### src/rtl/pc_fetch_sequencer.sv
// pc_fetch_sequencer: owns the architectural PC and sequences one-at-a-time
// instruction fetches to instruction memory, handing results to decode under
// a stall handshake. Redirects from the next-PC datapath override sequencing.
//
// Optional feature macro: FETCH_ALIGN_CHECK_EN
//   defined   : a misaligned redirect target raises a sticky Fault and parks
//               the sequencer in IDLE until reset.
//   undefined : Fault is always 0 and redirect targets are word-aligned on load.
module pc_fetch_sequencer #(
    parameter logic [63:0] RESET_PC = 64'h0,
    parameter int          INSTR_W  = 32
) (
    input  logic               clk_i,
    input  logic               reset_i,
    input  logic               run_i,
    input  logic               stall_i,
    input  logic               redirect_i,
    input  logic [63:0]        redirect_pc_i,
    output logic               imem_req_valid_o,
    output logic [63:0]        imem_req_addr_o,
    input  logic               imem_req_ready_i,
    input  logic               imem_resp_valid_i,
    input  logic [INSTR_W-1:0] imem_resp_data_i,
    output logic               instr_valid_o,
    output logic [INSTR_W-1:0] instr_o,
    output logic [63:0]        instr_pc_o,
    output logic               fault_o
);

    typedef enum logic [1:0] {
        S_IDLE,
        S_REQ,
        S_WAIT,
        S_HOLD
    } state_e;

    state_e             state_q, state_d;
    logic [63:0]        pc_q, pc_d;
    logic [63:0]        fetch_pc_q, fetch_pc_d;
    logic               discard_q, discard_d;
    logic               instr_valid_q, instr_valid_d;
    logic [INSTR_W-1:0] instr_q, instr_d;
    logic [63:0]        instr_pc_q, instr_pc_d;
    logic               fault_q, fault_d;

    logic               run_eff;
    logic               redir_bad;
    logic [63:0]        redir_pc;
    logic               held_stall;
    logic               req_fire;

`ifdef FETCH_ALIGN_CHECK_EN
    // Misaligned targets are trapped rather than silently corrected.
    assign redir_bad = redirect_i && (redirect_pc_i[1:0] != 2'b00);
    assign redir_pc  = redirect_pc_i;
    assign run_eff   = run_i && !fault_q;
`else
    // Low address bits are dropped so the PC stays word-aligned.
    logic unused_redir_lsb;
    assign unused_redir_lsb = ^redirect_pc_i[1:0];
    assign redir_bad = 1'b0;
    assign redir_pc  = {redirect_pc_i[63:2], 2'b00};
    assign run_eff   = run_i;
`endif

    // An undelivered instruction that decode is still refusing blocks any new
    // request, so the single instruction buffer can never be overwritten.
    assign held_stall       = instr_valid_q && stall_i;
    assign imem_req_valid_o = (state_q == S_REQ) && !held_stall;
    assign imem_req_addr_o  = pc_q;
    assign req_fire         = imem_req_valid_o && imem_req_ready_i;

    assign instr_valid_o = instr_valid_q;
    assign instr_o       = instr_q;
    assign instr_pc_o    = instr_pc_q;
    assign fault_o       = fault_q;

    // Next-state and datapath updates; redirect is applied last so it wins.
    always_comb begin
        state_d       = state_q;
        pc_d          = pc_q;
        fetch_pc_d    = fetch_pc_q;
        discard_d     = discard_q;
        instr_valid_d = instr_valid_q && stall_i;
        instr_d       = instr_q;
        instr_pc_d    = instr_pc_q;
        fault_d       = fault_q;

        case (state_q)
            S_IDLE: begin
                if (run_eff) state_d = S_REQ;
            end
            S_REQ: begin
                if (req_fire) begin
                    fetch_pc_d = pc_q;
                    state_d    = S_WAIT;
                end else if (!run_eff) begin
                    state_d = S_IDLE;
                end
            end
            S_WAIT: begin
                if (imem_resp_valid_i) begin
                    if (discard_q || redirect_i) begin
                        // Stale response for a fetch that a redirect killed.
                        discard_d = 1'b0;
                        state_d   = run_eff ? S_REQ : S_IDLE;
                    end else begin
                        instr_d       = imem_resp_data_i;
                        instr_pc_d    = fetch_pc_q;
                        instr_valid_d = 1'b1;
                        pc_d          = pc_q + 64'd4;
                        if (!run_eff)     state_d = S_IDLE;
                        else if (stall_i) state_d = S_HOLD;
                        else              state_d = S_REQ;
                    end
                end
            end
            S_HOLD: begin
                if (!stall_i) state_d = run_eff ? S_REQ : S_IDLE;
            end
            default: state_d = S_IDLE;
        endcase

        if (redirect_i) begin
            instr_valid_d = 1'b0;
            if (redir_bad) begin
                fault_d   = 1'b1;
                state_d   = S_IDLE;
                discard_d = 1'b0;
            end else begin
                pc_d = redir_pc;
                case (state_q)
                    S_IDLE: state_d = S_IDLE;
                    // Accepted on the redirect cycle: its response is stale.
                    S_REQ:  if (req_fire) discard_d = 1'b1;
                    S_WAIT: if (!imem_resp_valid_i) discard_d = 1'b1;
                    S_HOLD: state_d = run_eff ? S_REQ : S_IDLE;
                    default: ;
                endcase
            end
        end
    end

    // State register with synchronous reset.
    always_ff @(posedge clk_i) begin
        if (reset_i) begin
            state_q       <= S_IDLE;
            pc_q          <= RESET_PC;
            fetch_pc_q    <= 64'h0;
            discard_q     <= 1'b0;
            instr_valid_q <= 1'b0;
            instr_q       <= '0;
            instr_pc_q    <= 64'h0;
            fault_q       <= 1'b0;
        end else begin
            state_q       <= state_d;
            pc_q          <= pc_d;
            fetch_pc_q    <= fetch_pc_d;
            discard_q     <= discard_d;
            instr_valid_q <= instr_valid_d;
            instr_q       <= instr_d;
            instr_pc_q    <= instr_pc_d;
            fault_q       <= fault_d;
        end
    end

endmodule

### config.mk
export PLATFORM = sky130hd
export DESIGN_NAME = pc_fetch_sequencer
export DESIGN_NICKNAME = d
export VERILOG_FILES = /design/src/rtl/pc_fetch_sequencer.sv
export SDC_FILE = /design/constraint.sdc
export NUM_CORES = 1
export LEC_CHECK = 0
export ABC_AREA = 1
export CORE_UTILIZATION = 54
export CTS_CLUSTER_SIZE = 14
export DETAILED_ROUTE_END_ITERATION = 7
export PLACE_DENSITY = 0.86
export SLEW_MARGIN = 20
export SYNTH_ARGS = -nofsm -noshare
export SYNTH_HDL_FRONTEND = slang
export SYNTH_SLANG_ARGS = --single-unit
### constraint.sdc
create_clock -name clk_i -period 3.2 [get_ports clk_i]
set_input_delay 0.64 -clock clk_i [delete_from_list [all_inputs] [get_ports clk_i]]
set_output_delay 0.64 -clock clk_i [all_outputs]
set_load 0.05 [all_outputs]
==> results of run 1 <==
registers in the layout (all words and copies together), names as in the netlist:
| register | cells |
|---|---|
| instr_pc_o | 62 |
| fetch_pc_q | 62 |
| state_q | 2 |
| imem_req_addr_o | 62 |
| discard_q | 1 |
| instr_valid_o | 1 |
| instr_o | 32 |
final cells by class:
class / count / area (um2) / area share (%)
Timing Repair Buffer: 275 / 2774 / 19.19
Tap cell: 265 / 331.6 / 2.294
Multi-Input combinational cell: 1251 / 5633 / 38.96
Clock buffer: 29 / 608.1 / 4.206
Inverter: 122 / 457.9 / 3.168
Sequential cell: 222 / 4444 / 30.74
Clock inverter: 11 / 207.7 / 1.437
layer usage:
metal  global-route usage [%]  up-vias  wire (um)
met4                    10.08        0       1005
met5                        0        -          0
met1                    45.76     5606      15220
li1                         -     5842          -
met3                    4.305       89       3134
met2                    56.17      597      16900
synthesized netlist by cell type, types with 13 or more instances:
library cell	n	area share [%]
a21oi_1	200	9.2
buf_1	16	0.55
buf_2	18	0.83
clkbuf_1	57	2.0
dfxtp_1	222	41
inv_1	117	4.0
nand2_1	546	19
nand3_1	159	7.3
nor2_1	197	6.8
nor3_1	15	0.69
o211ai_1	13	0.89
o21ai_0	25	1.1
kinds of logic (layout without fill, tap and decap cells):
kind of cell / after synthesis / count (layout) / synth area share (%)
flip-flops: 222 / 222 / 40.74
adder cells (fa/ha/maj): 5 / 5 / 0.5735
other: 1 / 5 / 0.03437
buffers and inverters: 219 / 437 / 7.948
AO/OA/AOI/OAI: 270 / 270 / 13.30
AND/OR/NAND/NOR: 967 / 967 / 37.08
XOR/XNOR: 4 / 4 / 0.3211
power groups by stage:
stage | clock network [uW] | logic, uW | registers [uW]
2_1_floorplan | 0 | 276 | 3100
6_report | 2940 | 730 | 2920
3_3_place_gp | 0 | 707 | 2980
5_1_grt | 3080 | 775 | 2930
4_1_cts | 2960 | 723 | 2920
3_5_place_dp | 0 | 717 | 2980
stage by stage:
stage	area [um2]	setup WS, ns
floorplan	10920	1.003
global placement	13640	0.5514
detailed placement	13640	0.5030
CTS	14460	0.5956
global route	14460	0.5497
finish	14460	0.5809
how the worst max path moves through the flow:
stage          slack, ns  depth (start not counted)               endpoint                              from
2_1_floorplan       1.00                          2       imem_req_valid_o                           stall_i
3_3_place_gp        0.55                          9  state_q[1]$_SDFF_PP0_                 imem_resp_valid_i
3_5_place_dp        0.50                          9  state_q[1]$_SDFF_PP0_                 imem_resp_valid_i
4_1_cts             0.60                          1    imem_req_addr_o[58]  imem_req_addr_o[58]$_SDFFE_PP0P_
5_1_grt             0.55                          1    imem_req_addr_o[58]  imem_req_addr_o[58]$_SDFFE_PP0P_
6_report            0.58                          1    imem_req_addr_o[58]  imem_req_addr_o[58]$_SDFFE_PP0P_
==> flow_summary_export.csv, run 1 <==
group,metric,value,unit
status,status,"finished clean",
hold_path,hold_path_end,"instr_pc_o[11]$_SDFFE_PP0P_",
sta,fin_crit_sh,81.85,%
worst_setup_path,cp_max_fo,8,
worst_setup_path,path_class,"register to primary output",
yosys,avgSynthCellArea,6.463,um2
yosys,synthArstFlopShare,0,%
yosys,ys_seq_area_share,40.74,%
floorplan,die_w,144.1,um
power,clkPwrFrac,44.6,%
clocking,insertion_delay,0.51,ns
detailed_routing,wl_per_cell,16.67,um
final_layout,final_cell_mix,"nand2_1, clkdlybuf4s50_1, dfxtp_1, a21oi_1, nor2_1",
final_layout,drive_above_1_share,4.974,%
yosys,synth_edf_count,0,
sta,final_hold_viol_count,0,
worst_setup_path,reg2reg_setup_slack,0.83,ns
yosys,ys.flop_type,"dfxtp_1",
sta,setup_viol,0,
flow_run,drv_cap,0,
yosys,synth_seq_cells,222,
worst_setup_path,slowest_delay,0.89,ns
clocking,clk_pin_slew,0.06,ns
worst_setup_path,reg2regPathDepth,11,
place,dpl.cell_count,2135,
yosys,postSynthCellCount,1688,
worst_setup_path,crit_required,2.56,ns
power,sw_frac_of_total,25.35,%
hold_path,hold_start,"fetch_pc_q[11]$_SDFFE_PP0P_",
worst_setup_path,path_cells,"clkdlybuf4s50_1",
worst_setup_path,crit_family,"buffers and inverters",
global_route,overflow,0,
place,io_buffers,258,
clocking,htree_levels,1,
sta,hold_ws,0.4532,ns
floorplan,io_pins,266,
final_layout,antenna_cells,0,
worst_setup_path,rr_startpoint,"imem_req_addr_o[2]$_SDFFE_PP0P_",
worst_setup_path,crit_arrival,1.98,ns
sta,maxSlewHeadroom,39.59,%
power,p_int,4921,uW
sta,finalMaxSlewViolations,0,
global_route,grt_max_degree,121,
power,p_sw,1672,uW
floorplan,core_area,0.01965,mm2
detailed_routing,drt_iter0_drc,1009,
worst_setup_path,cp_slowest_cell,"clkdlybuf4s50_1",
detailed_routing,vias,12130,
worst_setup_path,r2r_end,"imem_req_addr_o[56]$_SDFFE_PP0P_",
global_route,antenna_found_initial,0,
final_layout,fin_cells,2175,
floorplan,die_h,144.1,um
power,p_per_area,456.0,mW/mm2
global_route,first_global_vias,10620,
worst_setup_path,start_kind,"register",
final_layout,fin_util,73.55,%
yosys,synthDistinctLibCells,39,
hold_path,whs_path_depth,2,
detailed_routing,drc,0,
clocking,clock-sinks,222,
hold_path,hp-class,"register to register",
clocking,cts_hold_buf,0,
final_layout,syn2layout_area_growth,32.52,%
clocking,root_buffer,"clkbuf_16",
floorplan,rows,51,
power,design_power_total,6593,uW
detailed_routing,via_per_inst,5.579,
clocking,postCtsSetupBuffers,0,
clocking,cts_buffers,23,
sta,period_needed,2.619,ns
global_route,grt_pass1_wl,55360,um
yosys,syn-cell-area,0.01091,mm2
detailed_routing,drt_pass1_iterations,6,
final_layout,layout_commonest_cell,"nand2_1",
power,cellLeakagePower,0.005346,uW
final_layout,fill_cells,1643,
clocking,clockBufferDepth,3,
worst_setup_path,end_kind,"primary output",
worst_setup_path,path_buf_inv,1,
power,sequentialPowerShare,44.4,%
detailed_routing,drt_wl_total,36250,um
sta,worst-slew-pin-transition,0.9061,ns
floorplan,start_util,55.51,%
clocking,cts_tree,"built",
sta,rsz0062_at_grt,"no",
yosys,ys.warnings.count,0,
final_layout,nNetsFinal,2003,
detailed_routing,postRouteAntennaNets,0,
power,ir_drop,0.4546,mV
floorplan,die_area,0.02077,mm2
sta,finClkSkew,0.009223,ns
clocking,post_cts_resized,0,
sta,max_freq,381.8,MHz
global_route,grt_use_total,33.82,%
place,place.gp.congestion,0.9596,
sta,finalSetupTns,0,ns
place,hpwl,25680,um
power,pwr-share-comb,11.1,%
Note: power is estimated with default switching activity, not from simulation.
==> run 2: changes to the inputs <==
--- a/config.mk
+++ b/config.mk
@@ -6,10 +6,10 @@
 export NUM_CORES = 1
 export LEC_CHECK = 0
 export ABC_AREA = 1
-export CORE_UTILIZATION = 54
+export CORE_UTILIZATION = 45
 export CTS_CLUSTER_SIZE = 14
 export DETAILED_ROUTE_END_ITERATION = 7
-export PLACE_DENSITY = 0.86
+export PLACE_DENSITY = 0.77
 export SLEW_MARGIN = 20
 export SYNTH_ARGS = -nofsm -noshare
 export SYNTH_HDL_FRONTEND = slang
==> constraint.sdc (replaced) <==
create_clock -name clk_i -period 2.2 [get_ports clk_i]
set_input_delay 0.44 -clock clk_i [delete_from_list [all_inputs] [get_ports clk_i]]
set_output_delay 0.44 -clock clk_i [all_outputs]
set_load 0.05 [all_outputs]
==> flow_summary_export.csv, run 2 (synthesis results as in run 1) <==
group,metric,value,unit
status,status,"finished clean",
clocking,htree_levels,1,
sta,rsz0062_at_grt,"no",
final_layout,final_cell_mix,"nand2_1, dfxtp_1, a21oi_1, nor2_1, clkdlybuf4s50_1",
floorplan,start_util,46.20,%
floorplan,die_area,0.02487,mm2
worst_setup_path,path_buf_inv,1,
sta,hold_ws,0.3785,ns
global_route,grt_pass1_wl,57500,um
clocking,clockBufferDepth,3,
worst_setup_path,reg2reg_setup_slack,0.12,ns
floorplan,die_w,157.7,um
worst_setup_path,crit_required,1.76,ns
final_layout,nNetsFinal,2058,
detailed_routing,postRouteAntennaNets,0,
floorplan,die_h,157.7,um
clocking,clock-sinks,222,
worst_setup_path,cp_max_fo,7,
final_layout,final_area,0.01484,mm2
place,post_dp_cell_area,0.01407,mm2
floorplan,core_area,0.02361,mm2
detailed_routing,drt_iter0_drc,964,
sta,maxSlewHeadroom,52.32,%
worst_setup_path,reg2regPathDepth,11,
final_layout,drive_above_1_share,8.957,%
worst_setup_path,slowest_delay,0.59,ns
detailed_routing,drt_wl_total,37760,um
floorplan,io_pins,266,
clocking,cts_hold_buf,0,
detailed_routing,vias,12080,
clocking,insertion_delay,0.53,ns
worst_setup_path,path_class,"register to primary output",
floorplan,rows,56,
sta,finalMaxSlewViolations,0,
detailed_routing,via_per_inst,5.287,
sta,finClkSkew,0.02081,ns
detailed_routing,drc,0,
sta,setup_viol,0,
power,p_per_area,637.1,mW/mm2
worst_setup_path,start_kind,"register",
global_route,overflow,0,
worst_setup_path,path_cells,"dlygate4sd2_1",
power,ir_drop,0.5558,mV
sta,max_freq,467.4,MHz
clocking,cts_buffers,24,
sta,final_hold_viol_count,0,
global_route,grt_max_degree,147,
global_route,antenna_found_initial,0,
detailed_routing,drt_pass1_iterations,7,
place,place.gp.congestion,0.9127,
worst_setup_path,crit_family,"buffers and inverters",
worst_setup_path,end_kind,"primary output",
detailed_routing,wl_per_cell,16.53,um
final_layout,layout_commonest_cell,"nand2_1",
sta,worst-slew-pin-transition,0.7152,ns
worst_setup_path,crit_arrival,1.70,ns
worst_setup_path,crit_start,"imem_req_addr_o[30]$_SDFFE_PP0P_",
global_route,first_global_vias,10850,
global_route,grt_use_total,29.38,%
place,hpwl,27460,um
worst_setup_path,cp_slowest_cell,"dlygate4sd2_1",
sta,period_needed,2.139,ns
sta,fin_crit_sh,97.25,%
place,io_buffers,258,
worst_setup_path,r2r_end,"imem_req_addr_o[39]$_SDFFE_PP0P_",
power,cellLeakagePower,0.005803,uW
worst_setup_path,rr_startpoint,"imem_req_addr_o[23]$_SDFFE_PP0P_",
final_layout,fill_cells,2235,
worst_setup_path,crit_path_end,"imem_req_addr_o[30]",
worst_setup_path,cp.depth,1,
clocking,cts_tree,"built",
clocking,clk_pin_slew,0.06,ns
final_layout,syn2layout_area_growth,36.02,%
flow_run,drv_cap,0,
hold_path,hp-class,"input pin to register",
final_layout,antenna_cells,0,
clocking,root_buffer,"clkbuf_16",
-- run 2: cell count changes in the layout (fill, tap and decap cells not counted), sizes merged --
cell	change
bufinv	-4
clkinvlp	+1
dlygate4sd2	+38
buf	+78
clkinv	-2
clkbuf	+6
clkdlybuf4s50	-62
-- run 2: routing by layer --
metal / global-route usage [%] / share of wire, %
met3: 3.696 / 7.2
met4: 8.738 / 2.5
met2: 47.89 / 47
met1: 40.38 / 44
met5: 0 / 0
-- run 2: power breakdown --
part	leakage [uW]	internal (uW)	total (uW)	switching, uW
registers	0.00180	4100	4220	116
clock network	0.000381	2440	4100	1660
logic	0.00362	423	1130	711
-- run 2: final cells by class --
| cell class | instances | area [um2] | area share [%] |
|---|---|---|---|
| clock inverter | 6 | 88.84 | 0.5987 |
| clock buffer | 35 | 703.2 | 4.739 |
| inverter | 122 | 457.9 | 3.086 |
| sequential | 222 | 4446 | 29.96 |
| tap | 319 | 399.1 | 2.690 |
| multi-input combinational | 1251 | 5635 | 37.98 |
| timing repair buffer | 329 | 3109 | 20.95 |
-- run 2: worst min-delay path by stage --
stage | startpoint | endpoint | slack [ns] | cells after the start
6_report | imem_req_ready_i | state_q[1]$_SDFF_PP0_ | 0.38 | 4
5_1_grt | imem_req_ready_i | state_q[1]$_SDFF_PP0_ | 0.40 | 4
4_1_cts | imem_req_ready_i | state_q[1]$_SDFF_PP0_ | 0.37 | 4
3_5_place_dp | fetch_pc_q[32]$_SDFFE_PP0P_ | instr_pc_o[32]$_SDFFE_PP0P_ | 0.45 | 2
3_3_place_gp | fetch_pc_q[3]$_SDFFE_PP0P_ | instr_pc_o[3]$_SDFFE_PP0P_ | 0.45 | 2
2_1_floorplan | fetch_pc_q[2]$_SDFFE_PP0P_ | instr_pc_o[2]$_SDFFE_PP0P_ | 0.44 | 2
-- run 2: through the flow --
stage | utilization (%) | setup TNS [ns] | setup WS, ns | cells | power [uW]
floorplan | - | 0 | 0.06315 | 1692 | 4911
global placement | 59.58 | 0 | 0.02911 | 2240 | 5429
detailed placement | 59.58 | -0.09660 | -0.02538 | 2240 | 5442
CTS | 62.73 | 0 | 0.01863 | 2281 | 9478
global route | 62.84 | 0 | 0.002567 | 2284 | 9733
finish | 62.84 | 0 | 0.06053 | 2284 | 9454
-- run 2: timing repair --
action,in CTS,in global routing
gates resized for setup,38,3
setup endpoints to repair,38,1
buffers inserted,0,3
==> run 3: changes to the inputs <==
--- a/config.mk
+++ b/config.mk
@@ -10,6 +10,7 @@
 export CTS_CLUSTER_SIZE = 14
 export DETAILED_ROUTE_END_ITERATION = 7
 export PLACE_DENSITY = 0.77
+export REMOVE_ABC_BUFFERS = 1
 export SLEW_MARGIN = 20
 export SYNTH_ARGS = -nofsm -noshare
 export SYNTH_HDL_FRONTEND = slang
==> flow_summary_export.csv, run 3 (synthesis results as in run 1) <==
group,metric,value,unit
status,status,"finished clean",
final_layout,fin_util,62.53,%
worst_setup_path,path_cells,"clkdlybuf4s50_1",
worst_setup_path,slowest_delay,0.85,ns
clocking,clock-sinks,222,
final_layout,final_cell_mix,"nand2_1, dfxtp_1, a21oi_1, nor2_1, clkdlybuf4s50_1",
floorplan,die_h,157.7,um
final_layout,antenna_cells,0,
detailed_routing,drc,0,
worst_setup_path,start_kind,"register",
global_route,grt_pass1_wl,57370,um
worst_setup_path,crit_arrival,1.70,ns
sta,hold_ws,0.2640,ns
sta,period_needed,2.142,ns
final_layout,drive_above_1_share,8.074,%
detailed_routing,drt_wl_total,36950,um
floorplan,start_util,46.20,%
sta,finalSetupTns,0,ns
worst_setup_path,r2r_end,"imem_req_addr_o[36]$_SDFFE_PP0P_",
place,post_dp_cell_area,0.01402,mm2
sta,finClkSkew,0.01424,ns
detailed_routing,via_per_inst,5.220,
worst_setup_path,end_kind,"primary output",
detailed_routing,vias,11880,
global_route,first_global_vias,10840,
place,place.gp.congestion,0.9318,
detailed_routing,postRouteAntennaNets,0,
flow_run,drv_cap,0,
worst_setup_path,reg2reg_setup_slack,0.18,ns
sta,max_freq,466.9,MHz
clocking,clockBufferDepth,3,
power,cellLeakagePower,0.005763,uW
sta,setup_viol,0,
final_layout,final_area,0.01476,mm2
floorplan,rows,56,
clocking,htree_levels,1,
worst_setup_path,reg2regPathDepth,9,
worst_setup_path,crit_family,"buffers and inverters",
place,hpwl,27030,um
floorplan,die_w,157.7,um
detailed_routing,drt_pass1_iterations,5,
place,io_buffers,258,
worst_setup_path,path_class,"register to primary output",
power,p_per_area,631.2,mW/mm2
sta,fin_crit_sh,97.35,%
clocking,cts_hold_buf,0,
clocking,clk_pin_slew,0.06,ns
detailed_routing,wl_per_cell,16.23,um
sta,rsz0062_at_grt,"no",
worst_setup_path,cp_max_fo,2,
clocking,cts_tree,"built",
global_route,antenna_found_initial,0,
global_route,grt_max_degree,114,
hold_path,hp-class,"input pin to register",
hold_path,hold_start,"reset_i",
power,ir_drop,0.5694,mV
sta,final_hold_viol_count,0,
final_layout,layout_commonest_cell,"nand2_1",
clocking,cts_buffers,24,
sta,maxSlewHeadroom,62.46,%
final_layout,nNetsFinal,2048,
clocking,insertion_delay,0.52,ns
floorplan,core_area,0.02361,mm2
worst_setup_path,path_buf_inv,1,
global_route,grt_use_total,29.12,%
final_layout,syn2layout_area_growth,35.34,%
detailed_routing,drt_iter0_drc,1051,
sta,worst-slew-pin-transition,0.5613,ns
clocking,root_buffer,"clkbuf_16",
floorplan,io_pins,266,
worst_setup_path,rr_startpoint,"imem_req_addr_o[9]$_SDFFE_PP0P_",
worst_setup_path,crit_required,1.76,ns
global_route,overflow,0,
floorplan,die_area,0.02487,mm2
hold_path,hold_path_end,"instr_pc_o[53]$_SDFFE_PP0P_",
worst_setup_path,cp_slowest_cell,"clkdlybuf4s50_1",
sta,finalMaxSlewViolations,0,
hold_path,whs_path_depth,2,
==> run 3: cell types whose count changed in the layout (fill, tap and decap cells not counted), sizes merged <==
cell | before | now
buf | 99 | 81
bufinv | 2 | 1
clkbuf | 35 | 36
clkdlybuf4s50 | 192 | 194
clkinv | 2 | 6
clkinvlp | 2 | 1
dlygate4sd2 | 38 | 44
inv | 122 | 121
==> run 3: timing repair <==
action                     4_1_cts  5_1_grt
hold endpoints to repair         0        0
buffers inserted                 0        2
resized for setup               44        1
setup endpoints to repair       44        2
==> run 3: how the worst max path moves through the flow <==
stage	startpoint	to	depth (start not counted)
floorplan	state_q[1]$_SDFF_PP0_	state_q[0]$_SDFF_PP0_	9
global placement	imem_resp_valid_i	imem_req_addr_o[27]$_SDFFE_PP0P_	9
detailed placement	imem_resp_valid_i	imem_req_addr_o[27]$_SDFFE_PP0P_	9
CTS	instr_pc_o[54]$_SDFFE_PP0P_	instr_pc_o[54]	1
global route	instr_pc_o[33]$_SDFFE_PP0P_	instr_pc_o[33]	1
finish	instr_pc_o[54]$_SDFFE_PP0P_	instr_pc_o[54]	1
==> run 3: final cells by class <==
cell class | instances | area [um2]
clock buffer | 36 | 716.9
sequential | 222 | 4444
fill | 2208 | 8848
multi-input combinational | 1251 | 5635
clock inverter | 7 | 62.56
timing repair buffer | 319 | 3047
inverter | 122 | 459.2
tap | 319 | 399.1
==> run 3: report_power, final <==
part / total [uW] / leakage, uW / internal, uW / switching (uW)
clock: 3990 / 0.000385 / 2360 / 1630
sequential: 4220 / 0.00180 / 4100 / 121
combinational: 1110 / 0.00358 / 410 / 700
total: 9320 / 0.00576 / 6870 / 2450
==> run 3: routing by layer <==
metal	vias to the layer above	wire [um]	part of all wire, %	global-route usage (%)
met5	-	0	0	0
met4	0	726	2.0	6.565
met3	55	2471	6.7	3.477
met2	430	17420	47	49.47
met1	5471	16330	44	39.26
li1	5924	-	-	-
==> run 3: stage by stage <==
stage	cells	power [uW]	setup slack, ns
6_report	2276	9320	0.05828
5_1_grt	2276	9663	0.02509
4_1_cts	2274	9377	0.04817
3_5_place_dp	2231	5437	0.01959
3_3_place_gp	2231	5425	0.04073
2_1_floorplan	1595	4810	-2.208
